$ cat src/rtl/led_matrix_pkg.sv
// Shared geometry, types and helpers for the 5x7 LED matrix scan logic.
package led_matrix_pkg;

  localparam int MATRIX_COLS = 5;
  localparam int MATRIX_ROWS = 7;
  localparam int FRAME_BITS  = MATRIX_COLS * MATRIX_ROWS;
  localparam int COL_SEL_W   = 3;

  typedef enum logic [1:0] {
    ST_IDLE  = 2'd0,
    ST_BLANK = 2'd1,
    ST_SHOW  = 2'd2
  } scan_state_e;

  typedef logic [FRAME_BITS-1:0]  frame_t;
  typedef logic [MATRIX_ROWS-1:0] row_t;
  typedef logic [MATRIX_COLS-1:0] col_en_t;
  typedef logic [COL_SEL_W-1:0]   col_sel_t;

  // Row-value multiplexer: frame bit index is col*7 + row.
  function automatic row_t row_mux(frame_t frame, col_sel_t sel);
    row_t result;
    case (sel)
      3'd0:    result = frame[0*MATRIX_ROWS +: MATRIX_ROWS];
      3'd1:    result = frame[1*MATRIX_ROWS +: MATRIX_ROWS];
      3'd2:    result = frame[2*MATRIX_ROWS +: MATRIX_ROWS];
      3'd3:    result = frame[3*MATRIX_ROWS +: MATRIX_ROWS];
      3'd4:    result = frame[4*MATRIX_ROWS +: MATRIX_ROWS];
      default: result = '0;
    endcase
    return result;
  endfunction

  function automatic col_en_t col_onehot(col_sel_t sel);
    col_en_t result;
    result = '0;
    if (sel < COL_SEL_W'(MATRIX_COLS)) begin
      result = col_en_t'(1) << sel;
    end
    return result;
  endfunction

endpackage

$ cat src/rtl/led_matrix_scan_ctrl_if.sv
// Frame-update and matrix-drive signals between the status logic and the scan controller.
interface led_matrix_scan_ctrl_if;

  logic                         enable;
  led_matrix_pkg::frame_t       frame_in;
  logic                         frame_load;
  logic                         frame_pending;
  led_matrix_pkg::col_sel_t     col_sel;
  led_matrix_pkg::col_en_t      col_en;
  led_matrix_pkg::row_t         row_data;
  logic                         frame_start;

  // System side: supplies images and the enable, watches the matrix drive.
  modport master (
    output enable,
    output frame_in,
    output frame_load,
    input  frame_pending,
    input  col_sel,
    input  col_en,
    input  row_data,
    input  frame_start
  );

  // Scan controller side.
  modport slave (
    input  enable,
    input  frame_in,
    input  frame_load,
    output frame_pending,
    output col_sel,
    output col_en,
    output row_data,
    output frame_start
  );

endinterface

$ cat src/rtl/led_frame_dbuf.sv
// Shadow/active image pair: loads land in the shadow, swap to active only at a frame boundary.
module led_frame_dbuf
  import led_matrix_pkg::*;
(
  input  logic   clk,
  input  logic   reset,
  input  logic   load_i,
  input  frame_t load_data_i,
  input  logic   swap_i,
  output frame_t active_o,
  output logic   pending_o
);

  frame_t shadow_q, shadow_d;
  frame_t active_q, active_d;
  logic   pending_q, pending_d;

  always_comb begin
    // NOTE: every signal driven here gets a default first, so no path holds a value and no latch is inferred.
    shadow_d  = shadow_q;
    active_d  = active_q;
    pending_d = pending_q;

    if (swap_i && pending_q) begin
      active_d  = shadow_q;
      pending_d = 1'b0;
    end

    // Evaluated after the swap so a load on the swap edge keeps the flag set.
    if (load_i) begin
      shadow_d  = load_data_i;
      pending_d = 1'b1;
    end
  end

  // NOTE: the image registers are reset too, so the matrix powers up dark instead of showing stale bits.
  always_ff @(posedge clk or posedge reset) begin
    if (reset) begin
      shadow_q  <= '0;
      active_q  <= '0;
      pending_q <= 1'b0;
    end else begin
      // NOTE: non-blocking assignments so every register samples the pre-edge values.
      shadow_q  <= shadow_d;
      active_q  <= active_d;
      pending_q <= pending_d;
    end
  end

  assign active_o  = active_q;
  assign pending_o = pending_q;

endmodule

$ cat src/rtl/led_matrix_scan_ctrl.sv
// Column scan controller for the 5x7 matrix: blank/show sequencing with tear-free image updates.
module led_matrix_scan_ctrl
  import led_matrix_pkg::*;
#(
  parameter int SHOW_CYCLES  = 1000,
  parameter int BLANK_CYCLES = 16,
  parameter int NUM_COLS     = MATRIX_COLS
) (
  input logic clk,
  input logic reset,
  led_matrix_scan_ctrl_if.slave bus
);

  localparam int MAX_CYCLES = (SHOW_CYCLES > BLANK_CYCLES) ? SHOW_CYCLES : BLANK_CYCLES;
  localparam int CNT_W      = $clog2(MAX_CYCLES + 1);

  localparam logic [CNT_W-1:0] SHOW_LAST  = CNT_W'(SHOW_CYCLES - 1);
  localparam logic [CNT_W-1:0] BLANK_LAST = CNT_W'(BLANK_CYCLES - 1);
  localparam col_sel_t         LAST_COL   = COL_SEL_W'(NUM_COLS - 1);

  scan_state_e      state_q, state_d;
  col_sel_t         col_q, col_d;
  logic [CNT_W-1:0] cnt_q, cnt_d;
  col_en_t          col_en_q, col_en_d;
  row_t             row_q, row_d;
  logic             frame_start_q, frame_start_d;

  frame_t active;
  logic   pending;
  logic   swap;

  // Swap depends only on the scan position, so it still completes if enable drops on that cycle.
  assign swap = (state_q == ST_SHOW) && (col_q == LAST_COL) && (cnt_q == SHOW_LAST);

  led_frame_dbuf u_dbuf (
    .clk         (clk),
    .reset       (reset),
    .load_i      (bus.frame_load),
    .load_data_i (bus.frame_in),
    .swap_i      (swap),
    .active_o    (active),
    .pending_o   (pending)
  );

  always_comb begin
    state_d       = state_q;
    col_d         = col_q;
    cnt_d         = cnt_q;
    col_en_d      = '0;
    row_d         = '0;
    frame_start_d = 1'b0;

    if (!bus.enable) begin
      state_d = ST_IDLE;
      col_d   = '0;
      cnt_d   = '0;
    end else begin
      case (state_q)
        ST_IDLE: begin
          state_d = ST_BLANK;
          col_d   = '0;
          cnt_d   = '0;
        end
        ST_BLANK: begin
          if (cnt_q == BLANK_LAST) begin
            state_d = ST_SHOW;
            cnt_d   = '0;
          end else begin
            cnt_d = cnt_q + CNT_W'(1);
          end
        end
        ST_SHOW: begin
          if (cnt_q == SHOW_LAST) begin
            state_d = ST_BLANK;
            cnt_d   = '0;
            col_d   = (col_q == LAST_COL) ? '0 : col_q + COL_SEL_W'(1);
          end else begin
            cnt_d = cnt_q + CNT_W'(1);
          end
        end
        default: begin
          state_d = ST_IDLE;
          col_d   = '0;
          cnt_d   = '0;
        end
      endcase
    end

    // Drive values are decoded from the next state so they switch on the same edge as the FSM.
    if (state_d == ST_SHOW) begin
      col_en_d      = col_onehot(col_d);
      row_d         = row_mux(active, col_d);
      frame_start_d = (state_q != ST_SHOW) && (col_d == '0);
    end
  end

  always_ff @(posedge clk or posedge reset) begin
    if (reset) begin
      state_q       <= ST_IDLE;
      col_q         <= '0;
      cnt_q         <= '0;
      col_en_q      <= '0;
      row_q         <= '0;
      frame_start_q <= 1'b0;
    end else begin
      state_q       <= state_d;
      col_q         <= col_d;
      cnt_q         <= cnt_d;
      col_en_q      <= col_en_d;
      row_q         <= row_d;
      frame_start_q <= frame_start_d;
    end
  end

  assign bus.col_sel       = col_q;
  assign bus.col_en        = col_en_q;
  assign bus.row_data      = row_q;
  assign bus.frame_start   = frame_start_q;
  assign bus.frame_pending = pending;

endmodule

$ cat src/flat_wrapper.sv
// flat-port wrapper written by rule: the top's interface ports become plain ports
module led_matrix_scan_ctrl_flat import led_matrix_pkg::*;
#(
  parameter int SHOW_CYCLES  = 1000,
  parameter int BLANK_CYCLES = 16,
  parameter int NUM_COLS     = MATRIX_COLS
)
  (clk, reset, bus_enable, bus_frame_in, bus_frame_load, bus_frame_pending, bus_col_sel, bus_col_en, bus_row_data, bus_frame_start);
  led_matrix_scan_ctrl_if bus_i ();
  input logic clk;
  input logic reset;
  input wire logic [$bits(bus_i.enable)-1:0] bus_enable;
  input wire logic [$bits(bus_i.frame_in)-1:0] bus_frame_in;
  input wire logic [$bits(bus_i.frame_load)-1:0] bus_frame_load;
  output wire logic [$bits(bus_i.frame_pending)-1:0] bus_frame_pending;
  output wire logic [$bits(bus_i.col_sel)-1:0] bus_col_sel;
  output wire logic [$bits(bus_i.col_en)-1:0] bus_col_en;
  output wire logic [$bits(bus_i.row_data)-1:0] bus_row_data;
  output wire logic [$bits(bus_i.frame_start)-1:0] bus_frame_start;
  assign bus_i.enable = bus_enable;
  assign bus_i.frame_in = bus_frame_in;
  assign bus_i.frame_load = bus_frame_load;
  assign bus_frame_pending = bus_i.frame_pending;
  assign bus_col_sel = bus_i.col_sel;
  assign bus_col_en = bus_i.col_en;
  assign bus_row_data = bus_i.row_data;
  assign bus_frame_start = bus_i.frame_start;
  led_matrix_scan_ctrl #(.SHOW_CYCLES(SHOW_CYCLES), .BLANK_CYCLES(BLANK_CYCLES), .NUM_COLS(NUM_COLS)) u_core (.clk(clk), .reset(reset), .bus(bus_i));
endmodule
$ cat config.mk
export PLATFORM = sky130hd
export DESIGN_NAME = led_matrix_scan_ctrl_flat
export DESIGN_NICKNAME = d
export VERILOG_FILES = /design/src/rtl/led_matrix_pkg.sv /design/src/rtl/led_matrix_scan_ctrl_if.sv /design/src/rtl/led_frame_dbuf.sv /design/src/rtl/led_matrix_scan_ctrl.sv /design/src/flat_wrapper.sv
export SDC_FILE = /design/constraint.sdc
export NUM_CORES = 1
export LEC_CHECK = 0
export ABC_CLOCK_PERIOD_IN_PS = 2200
export BUFFER_PORTS_ARGS = -buffer_cell sky130_fd_sc_hd__buf_2
export CAP_MARGIN = 20
export CORE_MARGIN = 4
export CORE_UTILIZATION = 40
export DETAILED_ROUTE_END_ITERATION = 8
export GPL_ROUTABILITY_DRIVEN = 0
export GPL_TIMING_DRIVEN = 0
export PLACE_DENSITY = 0.64
export SYNTH_ARGS = -nofsm -noshare
export SYNTH_HDL_FRONTEND = slang
export SYNTH_HIERARCHICAL = 1
export SYNTH_SLANG_ARGS = --single-unit
$ cat constraint.sdc
create_clock -name clk -period 2.2 [get_ports clk]
set_clock_uncertainty 0.1 [all_clocks]
set_input_delay 0.33 -clock clk [delete_from_list [all_inputs] [get_ports clk]]
set_output_delay 0.33 -clock clk [all_outputs]
set_load 0.01 [all_outputs]
==> results of run 1 <==
-- layout by cell type, fill, tap and decap left out, types with 11 or more instances in the layout --
cell      netlist  final
dfrtp_1        99     95
buf_2           1     54
mux2_2         40     40
buf_4           2     38
mux2_4         30     30
nor2_1         17     15
nand2_1        14     12
clkbuf_8        0     11
buf_6           8     11
mux2i_1        14     11
-- flip-flops by register name (all words and copies together), names as in the netlist --
signal                   count
u_core/bus.row_data          7
u_core/u_dbuf/active_o      35
u_core/state_q               2
u_core/bus.col_sel           3
u_core/bus.frame_start       1
u_core/u_dbuf/pending_o      1
u_core/u_dbuf/shadow_q      35
u_core/cnt_q                10
u_core/bus.col_en            5
-- final cells by class --
type / instances / share of cell area, %
buffer: 11 / 2.63
sequential: 99 / 42.8
clock buffer: 12 / 2.50
timing repair buffer: 103 / 12.6
clock inverter: 4 / 0.539
inverter: 12 / 0.842
tap: 140 / 3.02
multi-input combinational: 188 / 35.0
-- worst max path at each step --
stage	from	slack, ns	endpoint
floorplan	u_core/cnt_q[0]$_DFF_PP0_	-0.06	u_core/bus.row_data[0]$_DFF_PP0_
global route	u_core/cnt_q[9]$_DFF_PP0_	-0.31	u_core/bus.row_data[2]$_DFF_PP0_
CTS	u_core/cnt_q[0]$_DFF_PP0_	-0.19	u_core/bus.row_data[2]$_DFF_PP0_
finish	u_core/cnt_q[9]$_DFF_PP0_	-0.23	u_core/bus.row_data[2]$_DFF_PP0_
detailed placement	u_core/state_q[0]$_DFF_PP0_	-0.48	u_core/bus.row_data[2]$_DFF_PP0_
global placement	u_core/cnt_q[0]$_DFF_PP0_	-0.46	u_core/bus.col_en[3]$_DFF_PP0_
-- cells in the mapped netlist (3+ instances only) --
library cell  instances
ha_1                  7
nand3_1               3
inv_1                12
mux2i_1              14
and3_1                4
a21boi_2              6
mux2_4               30
xnor2_1               6
buf_6                 8
nor2_1               17
dfrtp_1              99
o22a_1                8
clkbuf_1              3
nand2_1              14
mux2_2               40
-- stage by stage --
step	hold WS [ns]	setup TNS [ns]	cell area (µm²)	setup WS [ns]	power, µW
final	0.0864	-8.85	5800	-0.228	3230
after global routing	0.0599	-12.13	5800	-0.312	3390
after CTS	0.0701	-6.89	5610	-0.194	3270
after detailed placement	0.369	-13.87	4990	-0.480	2160
after global placement	0.386	-12.40	4950	-0.459	2140
after floorplan	0.295	-0.426	4510	-0.0578	2080
-- critical path, delay by kind of cell (launching register included) --
kind                   cells  cell delay, ns
muxes                      1            0.24
AOI/OAI and AO/OA          4            1.01
DFF                        1            0.47
and+or+nand+nor            1            0.19
buffers and inverters      2            0.30
-- power groups by stage --
| stage | sequential, µW | clock (µW) | combinational, µW |
|---|---|---|---|
| floorplan | 1940 | 0 | 131 |
| global placement | 1960 | 0 | 184 |
| detailed placement | 1960 | 0 | 199 |
| CTS | 1920 | 1130 | 216 |
| global route | 1930 | 1210 | 243 |
| finish | 1920 | 1090 | 217 |
-- kinds of logic after synthesis --
group	after synthesis
flops	99
simple gates	58
mux	84
xor+xnor	8
buf+inv	26
compound gates	31
fa+ha+maj	7
-- metal layers --
| metal | track usage (%) | share of wire [%] | vias to the layer above | routed length, µm |
|---|---|---|---|---|
| met1 | 21.8 | 44 | 1456 | 4510 |
| li1 | - | - | 1323 | - |
| met2 | 27.7 | 51 | 58 | 5230 |
| met4 | 5.13 | 1.2 | 0 | 119 |
| met5 | 0 | 0 | - | 0 |
| met3 | 4.19 | 4.3 | 10 | 442 |
-- repair_timing --
| action | in CTS | in global routing |
|---|---|---|
| pin swaps | 17 | 8 |
| endpoints found under the setup margin | 48 | 57 |
| cloned | 2 | 1 |
| setup buffers | 28 | 15 |
| hold endpoints to repair | 31 | 0 |
| gates resized for setup | 45 | 21 |
| hold buffers | 1 | 0 |
==> impl_metrics.toml, run 1 <==
[synthesis]
synth-xor-area-share_pct = 1.57
synth_top_family_by_area = "multiplexers"
ys_seq_elements = 99
synthArstFlopShare_pct = 100
yosys.area_share.simple_pct = 7.40
synth-edff-count = 0
ys.warnings.count = 6
synth-compound-area-share_pct = 6.50
syn_inst = 313
synth_adder_area_share_pct = 1.96
syn_area_um2 = 4460
syn_nets = 359
avgSynthCellArea_um2 = 14.3
synth_area_leaders = "dfrtp_1 (56%), mux2_2 (10%), mux2_4 (10%)"
synth.yosys.seq_area_share_pct = 55.5
synth_top_area_share_pct = 55.5
synth_top_flop_cell = "dfrtp_1"
ys_types = 51
synth_top_area_cell = "dfrtp_1"
synthMuxAreaShare_pct = 23.3

[job]
maxCapViolations = 0

[die]
initial_core_util_pct = 41.0
io_pins = 56
die_h_um = 114
row_count = 38
die_width_um = 114
die_area_um2 = 12900
core_um2 = 10900

[sta]
rsz0062_at_grt = "yes"
worst_pin_slew_ns = 0.687
slew_headroom_pct = 54.2
fmax_mhz = 412
final_hold_viol_count = 0
period_needed_ns = 2.43
slew_violations = 0
finalCritPeriodShare_pct = 110
finalSetupViolations = 48
worst_slack_ns = -0.228

[min_path]
min_to = "u_core/u_dbuf/shadow_q[33]$_DFFE_PP0P_"
hold_depth = 2
min_path_type = "in -> reg"
hold_start = "bus_frame_in[33]"

[pwr]
comb_power_share_pct = 6.7
p_per_area_nw_per_um2 = 557
swShare_pct = 24.1
seqPwrFrac_pct = 59.5
ir_drop_mv = 0.479
power.leakage_uw = 0.00279
p_sw_uw = 780
clkPwrFrac_pct = 33.8
intPower_uw = 2450

[detailed_routing]
drc_errors = 0
dr_total_vias = 2847
routed_wl_mm = 10.3
drt-pass1-iter-count = 4
vias_per_cell = 5.00
antenna_left = 0
drtIter0Drc = 83
wl_per_cell_um = 18.1

[clock_network]
insertion_delay_ns = 0.36
htreeDepth = 3
cts_tree = "yes"
cts_buffers = 9
cts_root_buf = "clkbuf_8"
cts_sinks = 99
path_clk_slew_ns = 0.10
clockBufferDepth = 2

[status]
violations = "negative setup slack"
outcome = "finished with violations"

[cells_and_area]
multi_input_area_um2 = 2030
final_core_util_pct = 53.3
antenna_cells = 0
nNetsFinal = 470
final_layout_size_suffix_gt1_share_pct = 57.1
nFillCells = 921
regArea_um2 = 2480
instances_no_fill = 569
area_delta_synth_final_pct = 29.9

[worst_setup_path]
cpMaxStageDelayCell = "o41a_1"
cp.arrival_ns = 2.59
r2r-end = "u_core/bus.row_data[2]$_DFF_PP0_"
slowest_delay_ns = 0.49
crit_fanout = 6
r2r_slack_ns = -0.23
path_class = "reg -> reg"
r2r_start = "u_core/cnt_q[9]$_DFF_PP0_"
r2r_cells = 8
end_kind = "flop"
crit_required_ns = 2.36
crit_path_cell_trace = "nand2_2, o41a_1, a211oi_4, buf_6, buf_12, mux2i_4, o22a_1, a21boi_2"
critPathLaunchType = "flop"

[global_routing]
grt_pass1_wl_mm = 16.5
grt.overflow.total = 0
antenna_found_initial = 0
grt_max_degree = 43
track_usage_pct = 16.8
grt_pass1_vias = 3084

[placed_design]
port_buffers = 54
dp_cells = 509
hpwl_mm = 6.43
Power figures use the tool's default switching activity.
==> inputs of run 2 (changes only) <==
CTS_BUF_LIST = sky130_fd_sc_hd__clkbuf_8   (was unset)
SKIP_CTS_REPAIR_TIMING = 1   (was unset)
==> run 2 against run 1 <==
Combinational power down 6%. Register-to-register slack about the same. The flow still finishes with violations (negative setup slack). Highest routed layer unchanged. Via count down 6.1%. Critical path type unchanged. Sequential cell count unchanged.
==> impl_metrics.toml, run 2 (synthesis gave the netlist of run 1 again) <==
[status]
outcome = "finished with violations"
violations = "negative setup slack"

[sta]
slew_headroom_pct = 55.0
rsz0062_at_grt = "yes"
final_hold_viol_count = 0
slew_violations = 0
finalSetupViolations = 43
period_needed_ns = 2.43
worst_pin_slew_ns = 0.675
fmax_mhz = 411
worst_slack_ns = -0.231
finalCritPeriodShare_pct = 110

[job]
maxCapViolations = 0

[placed_design]
pre_cts_slack_ns = -0.480
port_buffers = 54
hpwl_mm = 6.43

[global_routing]
track_usage_pct = 15.0
grt_max_degree = 43
grt_pass1_vias = 2868
antenna_found_initial = 0
grt_pass1_wl_mm = 14.9
grt.overflow.total = 0

[detailed_routing]
wl_per_cell_um = 17.1
vias_per_cell = 4.97
drc_errors = 0
dr_total_vias = 2672
antenna_left = 0
drt-pass1-iter-count = 4
drtIter0Drc = 92
routed_wl_mm = 9.22

[cells_and_area]
antenna_cells = 0
final_common_cell = "dfrtp_1"
area_delta_synth_final_pct = 20.8
layout_common_cells = "dfrtp_1 (98), buf_2 (55), mux2_2 (40)"
nNetsFinal = 439
final_layout_size_suffix_gt1_share_pct = 50.8

[worst_setup_path]
cp-startpoint = "u_core/state_q[0]$_DFF_PP0_"
crit_fanout = 5
end_kind = "flop"
cp.arrival_ns = 2.59
cpMaxStageDelayCell = "dfrtp_1"
r2r_cells = 10
r2r_slack_ns = -0.23
r2r_start = "u_core/state_q[0]$_DFF_PP0_"
cpMostUsedCell = "buf_6"
path_class = "reg -> reg"
slowest_delay_ns = 0.42
critPathLaunchType = "flop"
crit_required_ns = 2.36
r2r-end = "u_core/bus.row_data[6]$_DFF_PP0_"
crit_path_cell_trace = "inv_2, ha_4, buf_6, nand2_2, o41a_1, a211oi_4, buf_6, mux2i_4, o22a_1, a21boi_2"

[clock_network]
insertion_delay_ns = 0.36
htreeDepth = 3
cts_root_buf = "clkbuf_8"
cts_buffers = 9
cts_sinks = 99
cts_tree = "yes"
path_clk_slew_ns = 0.09
clockBufferDepth = 2

[pwr]
power.leakage_uw = 0.00256
p_per_area_nw_per_um2 = 593
power_uw = 3200
ir_drop_mv = 0.469

[die]
row_count = 38
die_h_um = 114
core_um2 = 10900
initial_core_util_pct = 41.0
io_pins = 56
die_area_um2 = 12900
die_width_um = 114

[min_path]
hold_start = "bus_frame_in[7]"
hold_depth = 2
min_path_type = "in -> reg"
min_to = "u_core/u_dbuf/shadow_q[7]$_DFFE_PP0P_"
==> run 2: worst max path at each step <==
stage / slack (ns) / to / cells after the start
CTS: -0.52 / u_core/bus.col_en[3]$_DFF_PP0_ / 9
global placement: -0.46 / u_core/bus.col_en[3]$_DFF_PP0_ / 9
floorplan: -0.06 / u_core/bus.row_data[0]$_DFF_PP0_ / 8
detailed placement: -0.48 / u_core/bus.row_data[2]$_DFF_PP0_ / 10
finish: -0.23 / u_core/bus.row_data[6]$_DFF_PP0_ / 10
global route: -0.36 / u_core/bus.row_data[6]$_DFF_PP0_ / 10
==> run 2: cell type report <==
type | count | area, µm²
fillers | 969 | 5500
flip-flops and latches | 99 | 2480
multi-input cells | 188 | 1970
repair buffers | 71 | 418
well taps | 140 | 175
clock buffers | 10 | 138
plain buffers | 12 | 125
inverters | 12 | 48.8
clock inverters | 6 | 38.8
==> run 2: worst max-delay path, delay by kind of cell, from the launching register on <==
kind,cells,cell delay [ns]
fa+ha+maj,1,0.12
simple gates,1,0.04
mux,1,0.25
buf+inv,3,0.40
flops,1,0.42
compound gates,4,0.98
==> run 2: per-layer routing <==
| metal | GRT usage [%] | vias to the layer above | wire length (µm) |
|---|---|---|---|
| met2 | 24.0 | 55 | 4490 |
| met1 | 20.0 | 1348 | 4210 |
| met5 | 0 | - | 0 |
| li1 | - | 1259 | - |
| met4 | 4.73 | 0 | 121 |
| met3 | 3.87 | 10 | 397 |
==> run 2: where the power goes <==
| group | internal [µW] | switching, µW | total [µW] |
|---|---|---|---|
| combinational | 108 | 97.1 | 205 |
| sequential | 1880 | 38.5 | 1920 |
| clock | 443 | 629 | 1070 |
==> run 2: stage by stage <==
step / std cells / hold slack [ns] / TNS (ns) / cell area [µm²] / utilization, %
floorplan: 313 / 0.295 / -0.426 / 4510 / -
global placement: 507 / 0.386 / -12.40 / 4950 / 45.5
detailed placement: 509 / 0.369 / -13.87 / 4990 / 45.8
CTS: 525 / -0.0354 / -15.00 / 5160 / 47.4
global route: 538 / 0.0630 / -11.27 / 5390 / 49.5
finish: 538 / 0.0860 / -7.46 / 5390 / 49.5
